## src/rtl/mem_arbiter.sv

```systemverilog
// mem_arbiter: round-robin two-port sequencer for the shared instruction/data memory.
// Optional feature macro MEM_ARB_LOCK_EN adds lock0/lock1 to pin arbitration to the last winner.
module mem_arbiter #(
    parameter int WIDTH   = 32,
    parameter int MEM_LAT = 1
) (
    input  logic             clk,
    input  logic             reset,
    input  logic             req0,
    input  logic             we0,
    input  logic [WIDTH-1:0] adr0,
    input  logic [WIDTH-1:0] wd0,
    output logic             ready0,
    input  logic             req1,
    input  logic             we1,
    input  logic [WIDTH-1:0] adr1,
    input  logic [WIDTH-1:0] wd1,
    output logic             ready1,
    output logic [WIDTH-1:0] rdata,
    output logic [WIDTH-1:0] mem_adr,
    output logic [WIDTH-1:0] mem_wd,
    output logic             mem_we,
    input  logic [WIDTH-1:0] mem_rd,
    output logic             busy,
    output logic             grant_id,
`ifdef MEM_ARB_LOCK_EN
    input  logic             lock0,
    input  logic             lock1,
`endif
    output logic [1:0]       state_o
);

    // Handshake: req/we/adr/wd are sampled only in IDLE; ready is a one-cycle
    // completion pulse, and a req still high in the following IDLE is a new request.
    typedef enum logic [1:0] {
        IDLE   = 2'd0,
        ACCESS = 2'd1,
        DONE   = 2'd2
    } state_t;

    localparam logic [3:0] CNT_INIT = 4'(MEM_LAT - 1);

    state_t             state_q, state_d;
    logic [3:0]         cnt_q, cnt_d;
    logic [WIDTH-1:0]   adr_q, adr_d;
    logic [WIDTH-1:0]   wd_q, wd_d;
    logic [WIDTH-1:0]   rdata_q, rdata_d;
    logic               we_q, we_d;
    logic               mem_we_q, mem_we_d;
    logic               grant_q, grant_d;
    logic               last_q, last_d;

    logic               lock_active;
    logic               req_last;
    logic               win_valid;
    logic               win_port;

`ifdef MEM_ARB_LOCK_EN
    assign lock_active = last_q ? lock1 : lock0;
`else
    assign lock_active = 1'b0;
`endif
    assign req_last = last_q ? req1 : req0;

    // A held lock ignores the other port entirely, even when the locked port is idle.
    always_comb begin
        win_valid = 1'b0;
        win_port  = 1'b0;
        if (lock_active) begin
            win_valid = req_last;
            win_port  = last_q;
        end else if (req0 && req1) begin
            win_valid = 1'b1;
            win_port  = ~last_q;
        end else if (req0) begin
            win_valid = 1'b1;
            win_port  = 1'b0;
        end else if (req1) begin
            win_valid = 1'b1;
            win_port  = 1'b1;
        end
    end

    always_comb begin
        state_d  = state_q;
        cnt_d    = cnt_q;
        adr_d    = adr_q;
        wd_d     = wd_q;
        we_d     = we_q;
        mem_we_d = 1'b0;
        rdata_d  = rdata_q;
        grant_d  = grant_q;
        last_d   = last_q;
        case (state_q)
            IDLE: begin
                if (win_valid) begin
                    state_d  = ACCESS;
                    cnt_d    = CNT_INIT;
                    adr_d    = win_port ? adr1 : adr0;
                    wd_d     = win_port ? wd1 : wd0;
                    we_d     = win_port ? we1 : we0;
                    mem_we_d = win_port ? we1 : we0;
                    grant_d  = win_port;
                    last_d   = win_port;
                end
            end
            ACCESS: begin
                if (cnt_q != 4'd0) begin
                    cnt_d = cnt_q - 4'd1;
                end else begin
                    if (!we_q) begin
                        rdata_d = mem_rd;
                    end
                    state_d = DONE;
                end
            end
            DONE: begin
                state_d = IDLE;
            end
            default: begin
                state_d = IDLE;
            end
        endcase
    end

    always_ff @(posedge clk) begin
        if (reset) begin
            state_q  <= IDLE;
            cnt_q    <= 4'd0;
            adr_q    <= '0;
            wd_q     <= '0;
            we_q     <= 1'b0;
            mem_we_q <= 1'b0;
            rdata_q  <= '0;
            grant_q  <= 1'b0;
            last_q   <= 1'b1;
        end else begin
            state_q  <= state_d;
            cnt_q    <= cnt_d;
            adr_q    <= adr_d;
            wd_q     <= wd_d;
            we_q     <= we_d;
            mem_we_q <= mem_we_d;
            rdata_q  <= rdata_d;
            grant_q  <= grant_d;
            last_q   <= last_d;
        end
    end

    assign ready0   = (state_q == DONE) && !grant_q;
    assign ready1   = (state_q == DONE) && grant_q;
    assign busy     = (state_q != IDLE);
    assign rdata    = rdata_q;
    assign mem_adr  = adr_q;
    assign mem_wd   = wd_q;
    assign mem_we   = mem_we_q;
    assign grant_id = grant_q;
    assign state_o  = state_q;

endmodule

```

## config.mk

```make
export PLATFORM = sky130hd
export DESIGN_NAME = mem_arbiter
export DESIGN_NICKNAME = d
export VERILOG_FILES = /design/src/rtl/mem_arbiter.sv
export SDC_FILE = /design/constraint.sdc
export NUM_CORES = 1
export LEC_CHECK = 0
export ABC_AREA = 1
export CAP_MARGIN = 20
export CORE_AREA = 2 2 117 119
export CTS_CLUSTER_DIAMETER = 60
export CTS_CLUSTER_SIZE = 30
export DETAILED_ROUTE_END_ITERATION = 8
export DIE_AREA = 0 0 119 121
export PLACE_DENSITY = 0.76
export SYNTH_ARGS = -nofsm -noshare
export SYNTH_HDL_FRONTEND = slang
export SYNTH_SLANG_ARGS = --single-unit
export TNS_END_PERCENT = 20
```

## constraint.sdc

```tcl
create_clock -name clk -period 1.35 [get_ports clk]
set_input_delay 0.2025 -clock clk [delete_from_list [all_inputs] [get_ports clk]]
set_output_delay 0.2025 -clock clk [all_outputs]
set_load 0.03 [all_outputs]
```

======== Yosys cells after proc, flatten, opt, wreduce, memory -nomap -nowiden ========
Index checks and enable logic that the tools add are counted.
operators by class
  reductions and logical operators ........ 13
  $lt $le $gt $ge ......................... 0
  div/mod/pow operators ................... 0
  multipliers ............................. 0
  shift-type cells ........................ 0
  equal/unequal tests ..................... 5
  mux-type cells .......................... 14
  bitwise operators ....................... 5
  $add $sub $neg .......................... 1
operators by type and width
  operator                                           count
  two-way mux 32 bit                                 2
  two-way mux 4 bit                                  2
  case mux 4 bit (2 select lines)                    1
  two-way mux 1 bit                                  6
  != test 2 bit (second input constant)              3
  AND reduction 3 bit                                2
  inverter 1 bit                                     5
  two-way mux 2 bit                                  2
  case mux 2 bit (2 select lines)                    1
  AND reduction 2 bit                                2
  nonzero test 2 bit                                 2
  nonzero test 4 bit                                 1
  subtractor 4 x 1 -> 4 bit (second input constant)  1
  logical AND 1 bit                                  3
  OR reduction 3 bit                                 1
  == test 2 x 1 -> 1 bit (second input constant)     1
  == test 2 bit (second input constant)              1
  zero test 2 bit                                    1
  zero test 1 bit                                    1
word-level totals
  output and inout port bits .............. 103
  memory bits (read-only) ................. 0
  register bits after elaboration ......... 106
  memories kept ........................... 0
  memory bits (writable) .................. 0
  bits in latches ......................... 0

======== Depth between registers and ports, before layout ========
  depth in word-level cells ............... 5
  gate-level depth with buffers ........... 9
  mapped depth without buffers ............ 8

======== Worst setup path after synthesis ========
No wires, ideal clock.
  kind .................................... flip-flop to output port
  start ................................... register state_q[1], in the netlist state_o[1]
  end ..................................... output port ready0
  arrival time ............................ 1.329 ns
  path slack .............................. -0.182 ns
  stages on the path, launching flop included .. 3
  cells stage by stage .................... dfxtp_1 -> inv_1 -> nor3_1
on the way
  cells in the longest elaborated chain, start to end .. 2
RTL lines
  what                    RTL line  RTL
  start, declared         43        state_t state_q, state_d;
  start signal, assigned  138       state_q <= state_d;
  == test 2 bit           150       assign ready0 = (state_q == DONE) && !grant_q;
  logical AND 1 bit       150
  end, declared           13        output logic ready0,
No other way between the ends.

======== Final worst setup path ========
Same ends and word-level chain as after synthesis.

==> results.md <==
* Outcome: finished with violations
* Failing checks: negative setup slack
* Area after DPL at 0.00727 mm²
* Tot GR Track Use at 0.185
* Post-synthesis register bit count at 106
* DRC at 0
* Worst Setup SP: state_o[1]
* Slew @ Worst Pin at 0.350 ns
* First-pass GRT wire length at 21100 µm
* Leakage at 3.29 nW
* Setup TNS at -0.432 ns
* Commonest cells after routing, fill and taps aside: clkdlybuf4s50_1, nor2_1, dfxtp_1
* Clock tree root driver cell: clkbuf_16
* Post-route ant nets at 0
* Vias in the first global route at 4280
* Filler Cell Count at 1201
* TritonRoute pass-1 iters at 4
* Register area share after synthesis at 0.487
* CTS Sinks at 106
* Port buffer count at 268
* 1st-iter DRT viols at 205
* Pwr per Cell Area at 1490 mW/mm²
* Sequential Area at 0.00213 mm²
* Max-cap violations at 0
* Layout area overhead at 75.3%
* Total grt overflow at 0
* Initial Util at 0.333
* Clock skew at 0.00804 ns
* CP Data Required Time at 1.15 ns
* Post-synth net total at 720
* CTS Buffer Depth at 2
* Critical path startpoint category: register
* Die Height at 121 µm
* Final worst setup slack at -0.0704 ns
* Worst-path clk slew at 0.07 ns
* Finished Cell Area at 0.00763 mm²
* Prevailing post-synth register cell: dfxtp_1
* Worst Hold Class: reg2reg
* Commonest non-fill, non-tap cell in the layout: clkdlybuf4s50_1
* HPWL after DPL at 10300 µm
* Syn Area/Cell at 7.89 µm²
* Syn Std Cell Area at 0.00436 mm²
* Vias per cell at 4.57
* Max incr delay on CP at 0.37 ns
* Largest net degree at the start of global routing at 42
* Core Area at 0.0131 mm²
* Critical path class: reg2out
* Async set-reset flop share out of synthesis at 0
* Row count at 42
* Layout cells sized above 1 at 0.119
* Most used cell, CP: buf_6
* CP max stage cell: dfxtp_4
* Critical Path Fanout Max at 3
* Gate count after technology mapping at 552
* Total Nets Final at 993
* Slew Limit Headroom at 0.768
* Fmax at 704 MHz
* CP arrival at 1.22 ns
* Period utilization at 1.05
* Multi-input logic area at 0.00197 mm²
* Yosys warning count at 0
* IO Count at 269
* Clk_lat worst skew at 0.35 ns
* Tmin final at 1.42 ns
* Final WL at 14300 µm
* RSZ-0062 raised after global routing: yes
* Initial antenna violation count at 0
* CTS tree: done
* Worst-path cell chain: inv_2 -> buf_6 -> nor3_4 -> buf_6
* Htree depth at 3
* R2R setup slack at -0.03 ns
* GP Congestion at 0.833
* Vias at 4600
* Synth unique cells at 24
* Routed len/inst at 14.2 µm
* Final Hold Vio Count at 0
* R2R Path Start: state_o[0]
* Hold path startpoint: mem_adr[26]
* CP endpoint kind: primary output
* Fin. max-slew vios at 0
* # setup viols final at 29
* Die Area at 0.0144 mm²
* EDFF count, synth at 0
* CTS buffer count at 9
* ANT cells at 0
* Die width at 119 µm
* Maximum vdd drop at 0.668 mV
critical path, delay by kind of cell (launching register included):
kind	cells	cell delay [ns]
buffers and inverters	3	0.32
DFF	1	0.37
and+or+nand+nor	1	0.18
stage by stage:
step	power, mW	hold slack (ns)	util	std cells	worst slack [ns]
floorplan	6.92	0.354	-	552	-0.182
global placement	9.04	0.441	0.556	985	-0.198
detailed placement	9.08	0.444	0.556	985	-0.264
CTS	11.2	0.443	0.569	1001	-0.0658
global route	12.0	0.460	0.583	1006	-0.110
finish	11.4	0.452	0.583	1006	-0.0704
final cells by class:
cell class / count / share of cell area
tap: 176 / 0.0288
inverter: 14 / 0.00787
sequential: 106 / 0.279
timing repair buffer: 300 / 0.389
clock inverter: 4 / 0.00344
clock buffer: 12 / 0.0336
multi-input combinational: 394 / 0.258
worst paths after layout:
path,end,cells past startpoint
setup reg to reg,mem_adr[3],7
setup / recovery,ready0,4
hold reg to reg,mem_adr[26],2
hold / removal,mem_adr[26],2
state kept, by name (all words and copies together) (netlist names):
name,count
rdata,32
mem_we,1
mem_adr,32
cnt_q,4
last_q,1
grant_id,1
mem_wd,32
we_q,1
state_o,2
synth_stat cells (all sizes together), types with 4 or more instances:
library cell | count | share of area
inv | 14 | 0.012
nor3 | 4 | 0.0046
o21bai | 32 | 0.055
buf | 31 | 0.055
nor2 | 134 | 0.12
nand3 | 5 | 0.0069
clkbuf | 7 | 0.0069
o21ai | 129 | 0.17
dfxtp | 106 | 0.49
a21oi | 5 | 0.0057
nand2 | 80 | 0.070
power breakdown:
group | internal (mW) | switching [mW]
clock network | 1.35 | 1.16
logic | 1.94 | 2.82
registers | 3.79 | 0.330
total | 7.08 | 4.31
kinds of logic after synthesis:
| kind of cell | after synthesis | synth area share |
|---|---|---|
| buf+inv | 52 | 0.0738 |
| simple gates | 224 | 0.201 |
| fa+ha+maj | 2 | 0.00574 |
| compound gates | 168 | 0.232 |
| flops | 106 | 0.487 |
routing by layer:
metal,GRT usage,routed length (µm),vias to the layer above
met5,0,0,-
met4,0.0647,248,0
met2,0.329,7020,195
li1,-,-,2352
met3,0.0616,1160,16
met1,0.207,5840,2037
timing repair:
action                     4_1_cts  5_1_grt
setup endpoints to repair      133       68
hold buffers                     0        0
pin swaps                        0        6
resized for setup              104       43
setup buffers                    0        2
cloned                           0        3
No activity file was read; power rests on OpenSTA's default activity.
